==> src/rtl/dmem_arbiter_pkg.sv <==
// dmem_arbiter_pkg: shared arbitration state, read-owner encodings and MMIO base addresses
package dmem_arbiter_pkg;
  typedef enum logic [1:0] {IDLE, OWN0, OWN1} state_t;
  typedef enum logic [1:0] {RD_NONE, RD_0, RD_1} rd_owner_t;
  localparam logic [31:0] MMIO_HEX  = 32'hF000_0000;
  localparam logic [31:0] MMIO_LEDR = 32'hF000_0004;
  localparam logic [31:0] MMIO_LEDG = 32'hF000_0008;
  localparam logic [31:0] MMIO_KEY  = 32'hF000_0010;
  localparam logic [31:0] MMIO_SW   = 32'hF000_0014;
endpackage

==> src/rtl/dmem_arbiter_rr_arb2.sv <==
// rr_arb2: two-way round-robin pick; req[1:0] requests, last_gnt index of previous winner, gnt[1:0] one-hot pick
module rr_arb2 (
  input  logic [1:0] req,
  input  logic       last_gnt,
  output logic [1:0] gnt
);
  assign gnt[0] = req[0] & (~req[1] | last_gnt);
  assign gnt[1] = req[1] & (~req[0] | ~last_gnt);
endmodule

==> src/rtl/dmem_arbiter.sv <==
// dmem_arbiter: shares one data memory port between two requesters with round-robin, locking and read return
// Ports: clk, reset (async active-low); per requester x: reqx/wex/lockx/addrx/wdatax in, gntx/rvalidx/rdatax out;
//        mem_we/mem_addr/mem_wdata to memory, mem_rdata from memory (valid one cycle after issue).
module dmem_arbiter
  import dmem_arbiter_pkg::*;
#(
  parameter int DBITS    = 32,
  parameter int LOCK_MAX = 8
) (
  input  logic             clk,
  input  logic             reset,
  input  logic             req0,
  input  logic             req1,
  input  logic             we0,
  input  logic             we1,
  input  logic             lock0,
  input  logic             lock1,
  input  logic [DBITS-1:0] addr0,
  input  logic [DBITS-1:0] addr1,
  input  logic [DBITS-1:0] wdata0,
  input  logic [DBITS-1:0] wdata1,
  output logic             gnt0,
  output logic             gnt1,
  output logic             rvalid0,
  output logic             rvalid1,
  output logic [DBITS-1:0] rdata0,
  output logic [DBITS-1:0] rdata1,
  output logic             mem_we,
  output logic [DBITS-1:0] mem_addr,
  output logic [DBITS-1:0] mem_wdata,
  input  logic [DBITS-1:0] mem_rdata
);
  localparam int CW = $clog2(LOCK_MAX + 1) > 4 ? $clog2(LOCK_MAX + 1) : 4;
  state_t         state, state_nx;
  rd_owner_t      rd_owner, rd_owner_nx;
  logic           last_gnt, last_gnt_nx;
  logic [CW-1:0]  lock_cnt, lock_cnt_nx;
  logic [1:0]     rr_gnt, gnt;
  logic           own_req, own_lock;
  rr_arb2 u_rr (.req({req1, req0}), .last_gnt(last_gnt), .gnt(rr_gnt));
  // reset also gates the combinational issue path so every output reads 0 while held
  assign gnt = !reset ? 2'b00 : state == OWN0 ? {1'b0, req0} : state == OWN1 ? {req1, 1'b0} : rr_gnt;
  assign gnt0 = gnt[0];
  assign gnt1 = gnt[1];
  assign mem_we    = gnt[0] ? we0 : gnt[1] & we1;
  assign mem_addr  = gnt[0] ? addr0 : gnt[1] ? addr1 : '0;
  assign mem_wdata = gnt[0] ? wdata0 : gnt[1] ? wdata1 : '0;
  assign rvalid0 = rd_owner == RD_0;
  assign rvalid1 = rd_owner == RD_1;
  assign rdata0  = rvalid0 ? mem_rdata : '0;
  assign rdata1  = rvalid1 ? mem_rdata : '0;
  assign own_req  = state == OWN1 ? req1 : req0;
  assign own_lock = state == OWN1 ? lock1 : lock0;
  always_comb begin
    state_nx    = state;
    last_gnt_nx = last_gnt;
    lock_cnt_nx = lock_cnt;
    rd_owner_nx = RD_NONE;
    if (|gnt) begin
      last_gnt_nx = gnt[1];
      rd_owner_nx = mem_we ? RD_NONE : gnt[1] ? RD_1 : RD_0;
    end
    case (state)
      OWN0, OWN1: begin
        // lock_cnt already includes the grant that opened the session
        if (!own_req || !own_lock || lock_cnt >= CW'(LOCK_MAX - 1)) begin
          state_nx    = IDLE;
          lock_cnt_nx = '0;
          last_gnt_nx = state == OWN1;
        end else begin
          lock_cnt_nx = lock_cnt + 1'b1;
        end
      end
      default: begin
        if (|gnt && (gnt[1] ? lock1 : lock0) && LOCK_MAX > 1) begin
          state_nx    = gnt[1] ? OWN1 : OWN0;
          lock_cnt_nx = CW'(1);
        end
      end
    endcase
  end
  always_ff @(posedge clk or negedge reset) begin
    if (!reset) begin
      state    <= IDLE;
      last_gnt <= 1'b1;
      lock_cnt <= '0;
      rd_owner <= RD_NONE;
    end else begin
      state    <= state_nx;
      last_gnt <= last_gnt_nx;
      lock_cnt <= lock_cnt_nx;
      rd_owner <= rd_owner_nx;
    end
  end
endmodule

==> config.mk <==
export PLATFORM = sky130hd
export DESIGN_NAME = dmem_arbiter
export DESIGN_NICKNAME = d
export VERILOG_FILES = /design/src/rtl/dmem_arbiter_pkg.sv /design/src/rtl/dmem_arbiter_rr_arb2.sv /design/src/rtl/dmem_arbiter.sv
export SDC_FILE = /design/constraint.sdc
export NUM_CORES = 1
export LEC_CHECK = 0
export BUFFER_PORTS_ARGS = -buffer_cell sky130_fd_sc_hd__buf_4
export CAP_MARGIN = 40
export CORE_AREA = 8 8 110 112
export CTS_CLUSTER_DIAMETER = 150
export DETAILED_ROUTE_END_ITERATION = 10
export DIE_AREA = 0 0 118 120
export GPL_ROUTABILITY_DRIVEN = 0
export PLACE_DENSITY = 0.56
export SETUP_SLACK_MARGIN = 0.1
export SLEW_MARGIN = 20
export SYNTH_ARGS = -nofsm -noshare
export SYNTH_HDL_FRONTEND = slang
export SYNTH_SLANG_ARGS = --single-unit
==> constraint.sdc <==
create_clock -name clk -period 2.6 [get_ports clk]
set_input_delay 0.52 -clock clk [delete_from_list [all_inputs] [get_ports clk]]
set_output_delay 0.52 -clock clk [all_outputs]
set_load 0.01 [all_outputs]
==> out/metrics.cfg <==
[logic_synthesis]
ys_warn_count=0
synth_nets=371
ys_seq_elements=9
ys_seq_area_frac=0.141
synthCells=200
syn_area_mm2=0.00161
ys_types=30
syn_avg_cell_area_um2=8.06

[worst_hold_path]
hold_class=input port to async pin

[grt]
grt-ovfl-total=0
grt_pass1_vias=2920
grtUsageTotal=0.137
grt_max_degree=70
grt_pass1_wl_um=16000
antenna_found_initial=0

[routing]
first_iter_violations=86
avgViaCountPerCell=4.36
ant_nets=0
totalWireLength_um=11700
drt_pass1_iterations=4
via_count=2800
wl_per_cell_um=18.3
route.detailed.drc=0

[clocking]
cts.htree.levels=1
postCtsHoldBufs=0
cts_root_buffer=clkbuf_8
path_clk_slew_ns=0.04
clock-sinks=9
cts_buffer_depth=2
insertion_delay_ns=0.24
cts_made_buffers=3
cts_tree=built

[sta]
max_slew_margin=0.673
max_freq_mhz=401
post-route-min-period_ns=2.49
tightest_slew_ns=0.485
setup_tns_ns=0
drv_slew=0
setup_ws_ns=0.109
final.setup_skew_ns=0.00384
setup_viol=0
hold_violations=0
rsz0062_at_grt=yes
period_share=0.958

[finish]
layout_common_cells=300 x buf_4, 64 x and2_1, 64 x a22o_1
antennaDiodeCount=0
drive_above_1_share=0.669
synthToLayoutAreaGrowth_pct=170
nets=674
regArea_um2=228
filler_cell_count=1027
multi_input_area_mm2=0.00132
final_common_cell=buf_4
fin_cells=642
utilization=0.414

[power]
vdd_drop_max_mv=0.205
power_density_mw_per_mm2=490
power_mw=2.13
p_leak_nw=2.35

[floorplanning]
dieArea_mm2=0.0142
dieWidth_um=118
start_util=0.153
coreArea_mm2=0.0105
num_io_pins=301
rows=38
die_y_um=120

[critical_path]
critPathMaxFanout=12
r2r_cells=7
endpoint_kind=primary output
crit_arrival_ns=1.97
r2r_end=lock_cnt[2]
worstPathRequired_ns=2.08
r2r_setup_slack_ns=0.63
start_kind=register
timing.critical_path.to=mem_addr[27]
path_class=register to primary output
r2r-start=state[0]
startpoint=state[0]

[place]
dp_hpwl_um=9030
io_buffers=300
dp_cells=625
place_ws_ns=0.295

[job]
max_cap_violations=0

[run_status]
outcome=complete, no violations

-- registers in the layout (all words and copies together) (netlist names) --
register	count
state	2
lock_cnt	4
rd_owner	2
last_gnt	1
-- metrics by stage --
stage | instance area, µm² | hold WS (ns)
floorplan | 1610 | 0.224
global placement | 4000 | 0.359
detailed placement | 4000 | 0.358
CTS | 4100 | 0.104
global route | 4350 | 0.103
finish | 4350 | 0.104
-- synthesized netlist by cell type --
cell	count	area, µm²
dfstp_2	1	26.3
ha_1	3	37.5
clkbuf_1	8	30.0
o41ai_1	1	8.76
nand3_1	2	10.0
inv_1	4	15.0
buf_4	6	45.0
a211o_1	1	8.76
and3b_1	1	8.76
buf_2	6	30.0
o2bb2ai_1	1	8.76
nand2_1	4	15.0
nor3b_2	1	12.5
o21ba_2	1	10.0
a21oi_1	3	15.0
mux2_2	1	11.3
nand3b_1	1	7.51
o22ai_1	2	12.5
nand2b_1	1	6.26
a32o_1	1	10.0
nor4_1	2	12.5
a221oi_1	2	17.5
a21o_1	1	7.51
o21ai_0	1	5.00
nor3_4	2	32.5
a22o_1	66	578
nor2_1	1	3.75
dfrtp_1	8	200
and2_1	64	400
nor2b_1	4	25.0
-- area by class of cell --
type / count / area share
repair buffers: 318 / 0.590
multi-input cells: 167 / 0.303
flip-flops and latches: 9 / 0.0524
well taps: 140 / 0.0403
clock buffers: 4 / 0.0104
inverters: 4 / 0.00345
-- logic make-up after synthesis --
group,share of synthesized area
AOI/OAI and AO/OA,0.423
adders and majority gates,0.0233
buffers and inverters,0.0745
DFF,0.141
muxes,0.00699
and+or+nand+nor,0.332
-- timing repair --
| item | CTS | global route |
|---|---|---|
| pin swaps | 1 | 17 |
| cloned | 1 | 5 |
| gates resized for setup | 3 | 25 |
| buffers inserted | 3 | 4 |
| setup endpoints to repair | 11 | 65 |
-- worst min-delay path by stage --
stage	start	end	slack [ns]	cells past startpoint
2_1_floorplan	reset	lock_cnt[0]	0.22	0
3_3_place_gp	reset	lock_cnt[0]	0.36	1
3_5_place_dp	reset	lock_cnt[0]	0.36	1
4_1_cts	reset	lock_cnt[0]	0.10	1
5_1_grt	reset	lock_cnt[0]	0.10	1
6_report	reset	lock_cnt[0]	0.10	1
-- report_power, final --
group | internal (mW) | switching (mW) | total [mW] | leakage, nW
sequential | 0.188 | 0.0450 | 0.233 | 0.117
clock | 0.107 | 0.0572 | 0.164 | 0.0228
combinational | 0.979 | 0.756 | 1.73 | 2.21
-- critical path, cell delays in order (launching register included) --
cell       delay [ns]
dfrtp_1          0.42
inv_2            0.11
ha_4             0.13
and3b_2          0.23
nor3_4           0.21
buf_6            0.19
clkbuf_16        0.18
a22o_1           0.15
buf_4            0.12
-- routing by layer --
metal	global-route usage	up-vias	part of all wire
met4	0.0104	0	0.0034
met1	0.142	1287	0.38
met5	0	-	0
met2	0.264	150	0.54
met3	0.0535	6	0.077
li1	-	1357	-
No activity file was read; power rests on OpenSTA's default activity.
